<file path="src/rtl/uart_arb_pkg.sv">
// uart_arb_pkg: state encoding, default requester count and index-width helper for the UART transmit arbiter
package uart_arb_pkg;
  localparam int DEF_N_REQ = 4;
  typedef enum logic [1:0] {IDLE = 2'd0, LOAD = 2'd1, WAIT_BUSY = 2'd2, WAIT_DONE = 2'd3} state_t;
  function automatic int id_width(input int n);
    return (n < 2) ? 1 : $clog2(n);
  endfunction
endpackage

</file>
<file path="src/rtl/rr_picker.sv">
// rr_picker: round-robin winner starting after rr_ptr; while locked only the owner is eligible
module rr_picker import uart_arb_pkg::*; #(
  parameter int N_REQ = DEF_N_REQ,
  parameter int ID_W  = id_width(N_REQ)
) (
  input  logic [N_REQ-1:0] req,
  input  logic [ID_W-1:0]  rr_ptr,
  input  logic             lock,
  input  logic [ID_W-1:0]  owner,
  output logic             valid,
  output logic [ID_W-1:0]  winner
);
  logic [ID_W-1:0] idx;
  always_comb begin
    valid = 1'b0;
    winner = '0;
    idx = '0;
    // scan farthest first so the nearest requester after rr_ptr wins
    for (int k = N_REQ; k >= 1; k--) begin
      idx = ID_W'((int'(rr_ptr) + k) % N_REQ);
      if (req[idx]) begin
        valid = 1'b1;
        winner = idx;
      end
    end
    if (lock) begin
      valid = req[owner];
      winner = owner;
    end
  end
endmodule

</file>
<file path="src/rtl/uart_tx_arbiter.sv">
// uart_tx_arbiter: shares one UART transmitter among N_REQ requesters with round-robin
// arbitration and locked multi-byte messages
module uart_tx_arbiter import uart_arb_pkg::*; #(
  parameter int N_REQ = DEF_N_REQ,
  parameter int ID_W  = id_width(N_REQ)
) (
  input  logic               clk,
  input  logic               rst,
  input  logic [N_REQ-1:0]   req,
  input  logic [8*N_REQ-1:0] req_data,
  input  logic [N_REQ-1:0]   req_last,
  output logic [N_REQ-1:0]   ack,
  output logic [7:0]         tx_data,
  output logic               tx_start_n,
  input  logic               tx_ready,
  output logic               busy,
  output logic               locked,
  output logic [ID_W-1:0]    active_id
);
  state_t state, nxt;
  logic [ID_W-1:0] rr_ptr, winner;
  logic valid, take;
  rr_picker #(.N_REQ(N_REQ), .ID_W(ID_W)) picker (
    .req(req), .rr_ptr(rr_ptr), .lock(locked), .owner(active_id), .valid(valid), .winner(winner)
  );
  assign take = (state == IDLE) && tx_ready && valid;
  always_ff @(posedge clk or negedge rst) begin
    if (!rst) state <= IDLE;
    else state <= nxt;
  end
  always_comb begin
    nxt = state == IDLE      ? (take ? LOAD : IDLE) :
          state == LOAD      ? WAIT_BUSY :
          state == WAIT_BUSY ? (tx_ready ? WAIT_BUSY : WAIT_DONE) :
                               (tx_ready ? IDLE : WAIT_DONE);
  end
  always_comb begin
    tx_start_n = state != LOAD;
    ack = state == LOAD ? N_REQ'(1) << active_id : '0;
    busy = state != IDLE;
  end
  // winning byte is captured one cycle ahead so it is stable while the transmitter latches it
  always_ff @(posedge clk or negedge rst) begin
    if (!rst) begin
      tx_data <= '0;
      active_id <= '0;
      rr_ptr <= ID_W'(N_REQ - 1);
      locked <= 1'b0;
    end else if (take) begin
      tx_data <= req_data[{winner, 3'b000} +: 8];
      active_id <= winner;
      rr_ptr <= winner;
      locked <= ~req_last[winner];
    end
  end
endmodule

</file>
<file path="config.mk">
export PLATFORM = sky130hd
export DESIGN_NAME = uart_tx_arbiter
export DESIGN_NICKNAME = d
export VERILOG_FILES = /design/src/rtl/uart_arb_pkg.sv /design/src/rtl/rr_picker.sv /design/src/rtl/uart_tx_arbiter.sv
export SDC_FILE = /design/constraint.sdc
export NUM_CORES = 1
export LEC_CHECK = 0
export ABC_CLOCK_PERIOD_IN_PS = 5600
export BUFFER_PORTS_ARGS = -buffer_cell sky130_fd_sc_hd__buf_4
export CORE_ASPECT_RATIO = 1.1
export CORE_MARGIN = 5
export CORE_UTILIZATION = 47
export DETAILED_ROUTE_END_ITERATION = 12
export PLACE_DENSITY = 0.82
export SKIP_LAST_GASP = 1
export SYNTH_ARGS = -nofsm -noshare
export SYNTH_HDL_FRONTEND = slang
export SYNTH_HIERARCHICAL = 1
export SYNTH_SLANG_ARGS = --single-unit
</file>
<file path="constraint.sdc">
create_clock -name clk -period 5.6 [get_ports clk]
set_clock_uncertainty 0.15 [all_clocks]
set_input_delay 0.28 -clock clk [delete_from_list [all_inputs] [get_ports clk]]
set_output_delay 0.28 -clock clk [all_outputs]
set_load 0.05 [all_outputs]
</file>
==> results of run 1 <==
==> routing by layer <==
layer	share of wire, %	vias up	global-route usage, %
met5	0	-	0
met4	2.8	0	7.64
met3	5.0	8	1.94
met2	55	44	29.6
met1	37	439	18.8
li1	-	424	-
==> cell families after synthesis <==
logic type             Yosys count  synth area share, %
AOI/OAI and AO/OA               13                 8.82
muxes                           24                 39.4
DFF                             15                 35.5
and+or+nand+nor                 17                 11.5
buffers and inverters            8                 4.70
==> Yosys cell counts <==
cell type	n	area, µm²
sky130_fd_sc_hd__nor2_1	1	3.75
sky130_fd_sc_hd__nor3_1	1	5.00
sky130_fd_sc_hd__nor4_1	1	6.26
sky130_fd_sc_hd__mux2_2	5	56.3
sky130_fd_sc_hd__dfrtp_1	13	325
sky130_fd_sc_hd__a21o_1	1	7.51
sky130_fd_sc_hd__buf_6	1	11.3
sky130_fd_sc_hd__or2_2	1	6.26
sky130_fd_sc_hd__a211o_2	1	10.0
sky130_fd_sc_hd__mux2_4	8	120
sky130_fd_sc_hd__and4b_1	1	10.0
sky130_fd_sc_hd__clkbuf_1	1	3.75
sky130_fd_sc_hd__inv_1	4	15.0
sky130_fd_sc_hd__mux2i_1	1	10.0
sky130_fd_sc_hd__o21bai_1	1	7.51
sky130_fd_sc_hd__a21oi_1	4	20.0
sky130_fd_sc_hd__a31o_2	1	8.76
sky130_fd_sc_hd__buf_2	1	5.00
sky130_fd_sc_hd__a2bb2oi_2	1	15.0
sky130_fd_sc_hd__nand2b_4	1	13.8
sky130_fd_sc_hd__a311o_1	1	10.0
sky130_fd_sc_hd__o21ai_0	3	15.0
sky130_fd_sc_hd__dfstp_2	2	52.6
sky130_fd_sc_hd__nor3_2	1	10.0
sky130_fd_sc_hd__nand2_1	2	7.51
sky130_fd_sc_hd__and2_1	1	6.26
sky130_fd_sc_hd__nor3b_1	2	15.0
sky130_fd_sc_hd__nand3_1	2	10.0
sky130_fd_sc_hd__nor3b_2	1	12.5
sky130_fd_sc_hd__mux4_1	2	52.6
sky130_fd_sc_hd__nand2b_1	1	6.26
sky130_fd_sc_hd__buf_8	1	15.0
sky130_fd_sc_hd__nor4bb_1	1	10.0
sky130_fd_sc_hd__mux4_2	8	180
==> area by class of cell <==
type,instances,area share (%)
clock buffer,3,1.44
clock inverter,1,0.321
tap,30,2.40
multi-input combinational,54,41.7
sequential,15,24.2
inverter,4,0.962
timing repair buffer,60,29.0
==> final timing paths <==
kind / end / cells past startpoint / from
setup / recovery: tx_data[1] / 6 / rr_ptr[1]
hold / removal: state[0] / 3 / tx_ready
setup reg to reg: tx_data[1] / 6 / rr_ptr[1]
hold reg to reg: tx_data[3] / 1 / tx_data[3]
max in group asynchronous: rr_ptr[1] / 2 / rst
min in group asynchronous: tx_data[6] / 2 / rst
==> sequential cells by signal (all words and copies together) (netlist names) <==
signal / cells
rr_ptr: 2
state: 2
tx_data: 8
locked: 1
active_id: 2
==> power by group <==
part           switching [mW]  internal (mW)
logic                   0.313          0.280
clock network          0.0339         0.0265
registers              0.0666          0.166
total                   0.414          0.473
==> timing repair <==
item | in CTS | in global routing
hold endpoints to repair | 15 | 0
gates resized for setup | 0 | 0
hold buffers | 1 | 0
==> per-stage QoR <==
step                utilization, %  power [mW]
global route                  70.7       0.936
detailed placement            69.0       0.833
floorplan                        -       0.682
CTS                           70.7       0.895
global placement              69.0       0.814
finish                        70.7       0.887
==> worst max-delay path, delay by kind of cell, from the launching register on <==
kind	cells	cell delay [ps]
compound gates	1	470
simple gates	2	250
mux	3	990
flops	1	620
==> results.txt, run 1 <==
Max-cap violations in this run came to 0. Worst hold slack: 143 ps. Summing all flip-flop and latch instances after layout gives 378 µm².

IR analysis of the VDD net gives a maximum drop of 0.315 mV. After routing, the total negative slack on setup checks comes to 0 ps. For the total vias in the final route, the log shows 915. The sink count of the clock tree was 15. The pre-antenna-repair detailed-routing pass consisted of 4 iterations. The die covers 0.00332 mm². The total overflow left after global routing is 0. The cell occurring most often along the worst timing path is sky130_fd_sc_hd__mux2_4.

After the first detailed-routing iteration, the DRC count stood at 26. Measured against its own limit, the worst slew margin works out to 29.7%. The worst setup slack before clock tree synthesis is 3000 ps. The deepest clock path buffer count was 2.

The core region is 0.00221 mm². The overall die height was 59.9 µm; the post-synthesis instance total was 77. Summing all placed instances gives a cell area of 0.00152 mm². The final non-filler cell total is 167. The flow ran to the end, and the final reports show no timing, DRC or antenna violations. The setup slack of the worst register-to-register path is 3000 ps, and the static leakage power is 0.739 nW.

For the pin with the worst max-slew slack, the measured transition is 1050 ps. For this configuration, the core starts out at a cell density of 48.2%. Of all nets on the critical path, the largest fanout is 11. The run gives 2750 µm as the final wirelength. Final number of max-transition violations: 0. After detailed routing, the number of vias per cell comes to 5.48.

At the end of the flow, the number of nets in the layout was 181. The horizontal extent of the die works out to 55.4 µm. The most common cell after layout, fill and taps aside is sky130_fd_sc_hd__buf_4. The netlist uses 34 different library cells. For the worst setup path, the data required time is 5620 ps. Kind of path behind the tightest hold check: input pin to flop.

Including well taps, the total number of placed cells is 162. The number of antenna diodes in the final layout is 0. In the layout the commonest cells are sky130_fd_sc_hd__buf_4 (59), sky130_fd_sc_hd__dfrtp_1 (13), sky130_fd_sc_hd__mux4_2 (8), sky130_fd_sc_hd__mux2_4 (8), sky130_fd_sc_hd__mux2_2 (5).

For this run, the slowest stage of the critical path takes 620 ps. The shortest clock period the worst path allows after layout was 2600 ps. The logs give 0 for the initial antenna violation count and 120 for the net count after synthesis. The element type at the critical path start was a flop.

Area occupied by multi-input gates: 651 µm². TritonCTS built the clock tree. The run gives 0 as the number of hold violations in the final report.

The post-route fraction of the period consumed by the critical path was 46.3%; the routability congestion estimate was 0.767. The run gives 0 as the post-route DRC violation count. After layout, the worst setup slack is 3000 ps.

Cells with a size suffix above 1 make up 68.6% of the layout. Traced cell by cell, the critical path runs through mux2_4 -> nor3b_2 -> nor3_2 -> a2bb2oi_2 -> mux4_2 -> mux2_4. The run gives 16.1% as the global-route usage over all layers.

The run gives 16 as the largest net degree at the start of global routing. Buffers inserted during clock tree synthesis total 3. After clock tree synthesis, the clock-pin slew on the worst setup and hold paths is 90 ps.

After floorplanning, the core was divided into 18 placement rows. The maximum level of the CTS H-tree is 1. Dividing the detail-routed wire length by the instance count gives 16.5 µm. The first global-routing pass estimated 4260 µm of wire. Setup repair after global routing left no endpoint under its margin. The setup path with the least slack is of type flop to flop. The synthesized netlist occupies a cell area of 0.00106 mm². Estimated wirelength of the detail-placed design: 2260 µm. The tools report the count of filler cells inserted in the layout as 173. Data arrives at the worst endpoint at 2610 ps.

For the number of endpoints failing setup at the final stage, the log shows 0. In this run the power density over the cells is 568 mW/mm². The synthesized area per cell is 13.8 µm², and the final instance area is 0.00156 mm².

The number of routed nets with antenna violations is 0, and the highest clock frequency the design can meet is 385 MHz. The quantity of I/O buffers inserted on ports is 59, and the fraction of the yosys area taken by sequential cells is 35.5%. The tools report the clock latency of the later-clocked register in the worst-skew pair as 280 ps. The area growth from synthesis to layout is 46.8%, and the number of synthesis warnings is 6. The tools report the nature of the critical path endpoint as a flop. Once the clock tree was built, the setup fixing pass inserted 0 buffers. 60 I/O pins were placed. Post-synthesis sequential element count: 15. The root buffer cell chosen for the clock tree is sky130_fd_sc_hd__clkbuf_4.

The worst-path cell with the longest stage delay was sky130_fd_sc_hd__dfstp_2. Via count of the first global-routing pass: 913.
Power figures use the tool's default switching activity.
==> inputs of run 2 (changes only) <==
--- a/config.mk
+++ b/config.mk
@@ -5,13 +5,13 @@
 export SDC_FILE = /design/constraint.sdc
 export NUM_CORES = 1
 export LEC_CHECK = 0
-export ABC_CLOCK_PERIOD_IN_PS = 5600
+export ABC_CLOCK_PERIOD_IN_PS = 2200
 export BUFFER_PORTS_ARGS = -buffer_cell sky130_fd_sc_hd__buf_4
 export CORE_ASPECT_RATIO = 1.1
 export CORE_MARGIN = 5
-export CORE_UTILIZATION = 47
+export CORE_UTILIZATION = 39
 export DETAILED_ROUTE_END_ITERATION = 12
-export PLACE_DENSITY = 0.82
+export PLACE_DENSITY = 0.73
 export SKIP_LAST_GASP = 1
 export SYNTH_ARGS = -nofsm -noshare
 export SYNTH_HDL_FRONTEND = slang
==> constraint.sdc (replaced) <==
create_clock -name clk -period 2.2 [get_ports clk]
set_clock_uncertainty 0.15 [all_clocks]
set_input_delay 0.11 -clock clk [delete_from_list [all_inputs] [get_ports clk]]
set_output_delay 0.11 -clock clk [all_outputs]
set_load 0.05 [all_outputs]
==> run 2 against run 1 <==
The flow now finishes with violations (negative setup slack). Global-route usage down 0.31 points. Total power rose to 2.7 times the previous value. Setup slack worse by 3200 ps. Highest routed layer unchanged.
==> results.txt, run 2 (synthesized netlist as in run 1, its figures left out) <==
Post-route DRC violation count: 0 (unchanged). The post-route fraction of the period consumed by the critical path was 107% (+61 points); the cell count of the worst reg-to-reg path was 8 (+2). The clock latency of the later-clocked register in the worst-skew pair is 280 ps (about the same), and the final wirelength is 2800 µm (+2.0%). The number of hold violations in the final report was 0 (unchanged). The most flop-heavy register was tx_data. The number of routed nets with antenna violations is 0 (unchanged), and the quantity of I/O buffers inserted on ports is 59 (unchanged). Leaving out fill and tap cells, the most frequent cells in the layout are sky130_fd_sc_hd__buf_4 (67), sky130_fd_sc_hd__dfrtp_1 (10), sky130_fd_sc_hd__mux4_2 (8), sky130_fd_sc_hd__mux2_4 (8), sky130_fd_sc_hd__mux2_2 (5).

The number of max-cap violations was 0 (unchanged); the minimum setup slack in the final design was -153 ps (-3160 ps). Post-place instance area: 0.00161 mm² (+5.6%). The number of violations reported at the end of detailed-routing iteration 0 was 20 (-23%).

The largest net degree at the start of global routing was 16 (unchanged); the proportion of layout cells with a drive suffix above 1 was 71.6% (+3.0 points). The worst setup path is launched from a flop. The logs give 82.6% (+53 points) for the worst slew slack as a fraction of its limit and 15.8% (-0.31 points) for the global-route usage over all layers. The area growth from synthesis to layout is 57.5%.

The final total power was 2.41 mW (+170%). The run gives 2300 µm (+1.8%) as the estimated wirelength of the detail-placed design. The final reports fail on negative setup slack.

The tightest min-delay check is of the input pin to asynchronous set/reset pin type. The tools report the via count of the first global-routing pass as 972 (+6.5%). The number of antenna repair diodes was 0 (unchanged).

The critical path data arrival time was 2370 ps (-240 ps); the floorplan die area was 0.00387 mm² (+17%). The final number of max-transition violations was 0 (unchanged). The flow ran to the end, but the final reports show violations. The first-pass GRT wire length was 4580 µm (+7.4%); the clock edge transition at the registers on the reported setup and hold paths was 80 ps (about the same). The first-pass iteration count of the detailed router is 4 (unchanged), and the total placed cells including tap cells is 172 (+6.2%). The startpoint identified for the worst register-to-register timing path is rr_ptr[1].

The run gives 192 (+6.1%) as the number of nets at the end of the flow. The power density of the placed cells is 1440 mW/mm² (+150%). The number of flip-flops under the largest register name came out at 8 (unchanged). For the highest clock frequency the design can meet, the log shows 425 MHz (+10%). The routed wire length per instance works out to 15.7 µm (-4.8%). The critical path starts at rr_ptr[1].

The worst hold slack is 57.1 ps (-85.4 ps), and the overall die height is 64.8 µm (+8.1%). The run gives 2 (unchanged) as the deepest clock path buffer count. Post-detailed-route via-to-cell ratio: 5.22 (-4.8%).

The accumulated negative setup slack came out at -1090 ps (-1090 ps). The logs give 3 (unchanged) for the TritonCTS buffer count and 60 (unchanged) for the number of placed I/O pins. The run gives 0.895 mV (+180%) as the largest voltage drop on the vdd net. The starting density of the core was 41.4% (-6.8 points). The logs give 8 (+8) for the number of endpoints failing setup at the final stage and 1 (unchanged) for the maximum level of the CTS H-tree. The final non-filler cell total was 179 (+7.2%).

The horizontal extent of the die came out at 59.8 µm (+8.0%). The placeable core region is 0.00257 mm² (+16%). The library cell used most frequently in the layout, excluding fill and tap cells, is sky130_fd_sc_hd__buf_4.

The run gives 0 (unchanged) as the initial antenna violation count. TritonCTS built the clock tree. The sink count of the clock tree is 15 (unchanged), and the maximum fanout along the worst path is 6 (-5). The cell at the root of the clock tree was sky130_fd_sc_hd__clkbuf_4. The static leakage power came out at 0.794 nW (+7.5%). The tools report the routability congestion estimate as 0.772 (+0.63%). The slew at the pin closest to its max-slew limit came out at 260 ps (-793 ps).

Setup repair after global routing could not meet its margin everywhere. For the sum of overflow across all layers after global routing, the log shows 0 (unchanged). The critical path required time was 2220 ps (-3400 ps); the total vias in the final route was 934 (+2.1%). The final instance area was 0.00168 mm² (+7.3%). The classification of the worst setup path is flop to flop. The shortest clock period the worst path allows after layout is 2350 ps (-242 ps). The floorplan row count is 19 (+1). The tools report the nature of the critical path endpoint as a flop.
[run 2: cell types whose count changed in the layout (fill, tap and decap cells not counted), sizes merged]
cell         before  now
buf              59   69
clkbuf            3    4
clkinv            1    0
dlygate4sd3       1    2
[run 2: metrics by stage]
| step | util, % | setup slack, ps |
|---|---|---|
| after global routing | 65.3 | -271 |
| after global placement | 62.7 | -169 |
| after floorplan | - | -171 |
| after detailed placement | 62.7 | -214 |
| final | 65.3 | -153 |
| after CTS | 65.3 | -174 |
[run 2: critical path, stage by stage, from the launching register on]
cell,delay [ps]
sky130_fd_sc_hd__dfstp_2,580
sky130_fd_sc_hd__buf_6,110
sky130_fd_sc_hd__mux2_4,290
sky130_fd_sc_hd__nor3b_2,170
sky130_fd_sc_hd__nor3_2,70
sky130_fd_sc_hd__a2bb2oi_2,150
sky130_fd_sc_hd__buf_4,170
sky130_fd_sc_hd__mux4_2,290
sky130_fd_sc_hd__mux2_4,270
[run 2: timing repair]
| action | 4_1_cts | 5_1_grt |
|---|---|---|
| pin swaps | 1 | 1 |
| endpoints found under the hold margin | 16 | 0 |
| buffers inserted | 1 | 0 |
| setup endpoints to repair | 9 | 9 |
| gates resized for setup | 2 | 0 |
| hold buffers | 2 | 0 |
[run 2: worst paths after layout]
kind | to | slack, ps
worst max-delay path | tx_data[4] | -150
worst min-delay path | tx_data[5] | 60
worst max register to register | tx_data[4] | -150
worst min register to register | tx_data[6] | 370
max in group asynchronous | rr_ptr[0] | 1600
min in group clk | locked | 60
[run 2: final cells by class]
| type | count | area [µm²] |
|---|---|---|
| sequential | 15 | 382 |
| inverter | 4 | 15.0 |
| timing repair buffer | 71 | 554 |
| fill | 186 | 892 |
| clock buffer | 4 | 26.3 |
| multi-input combinational | 54 | 659 |
| tap | 31 | 38.8 |
[run 2: power by group]
group	internal, mW	switching, mW	total, mW
registers	0.428	0.133	0.561
logic	0.845	0.855	1.70
clock network	0.0705	0.0811	0.152
[run 2: per-layer routing]
layer	wire length (µm)	vias to the layer above	global-route usage, %	part of all wire, %
li1	-	442	-	-
met4	73	0	7.48	2.6
met5	0	-	0	0
met2	1580	40	28.2	56
met3	179	6	3.77	6.4
met1	971	446	16.9	35
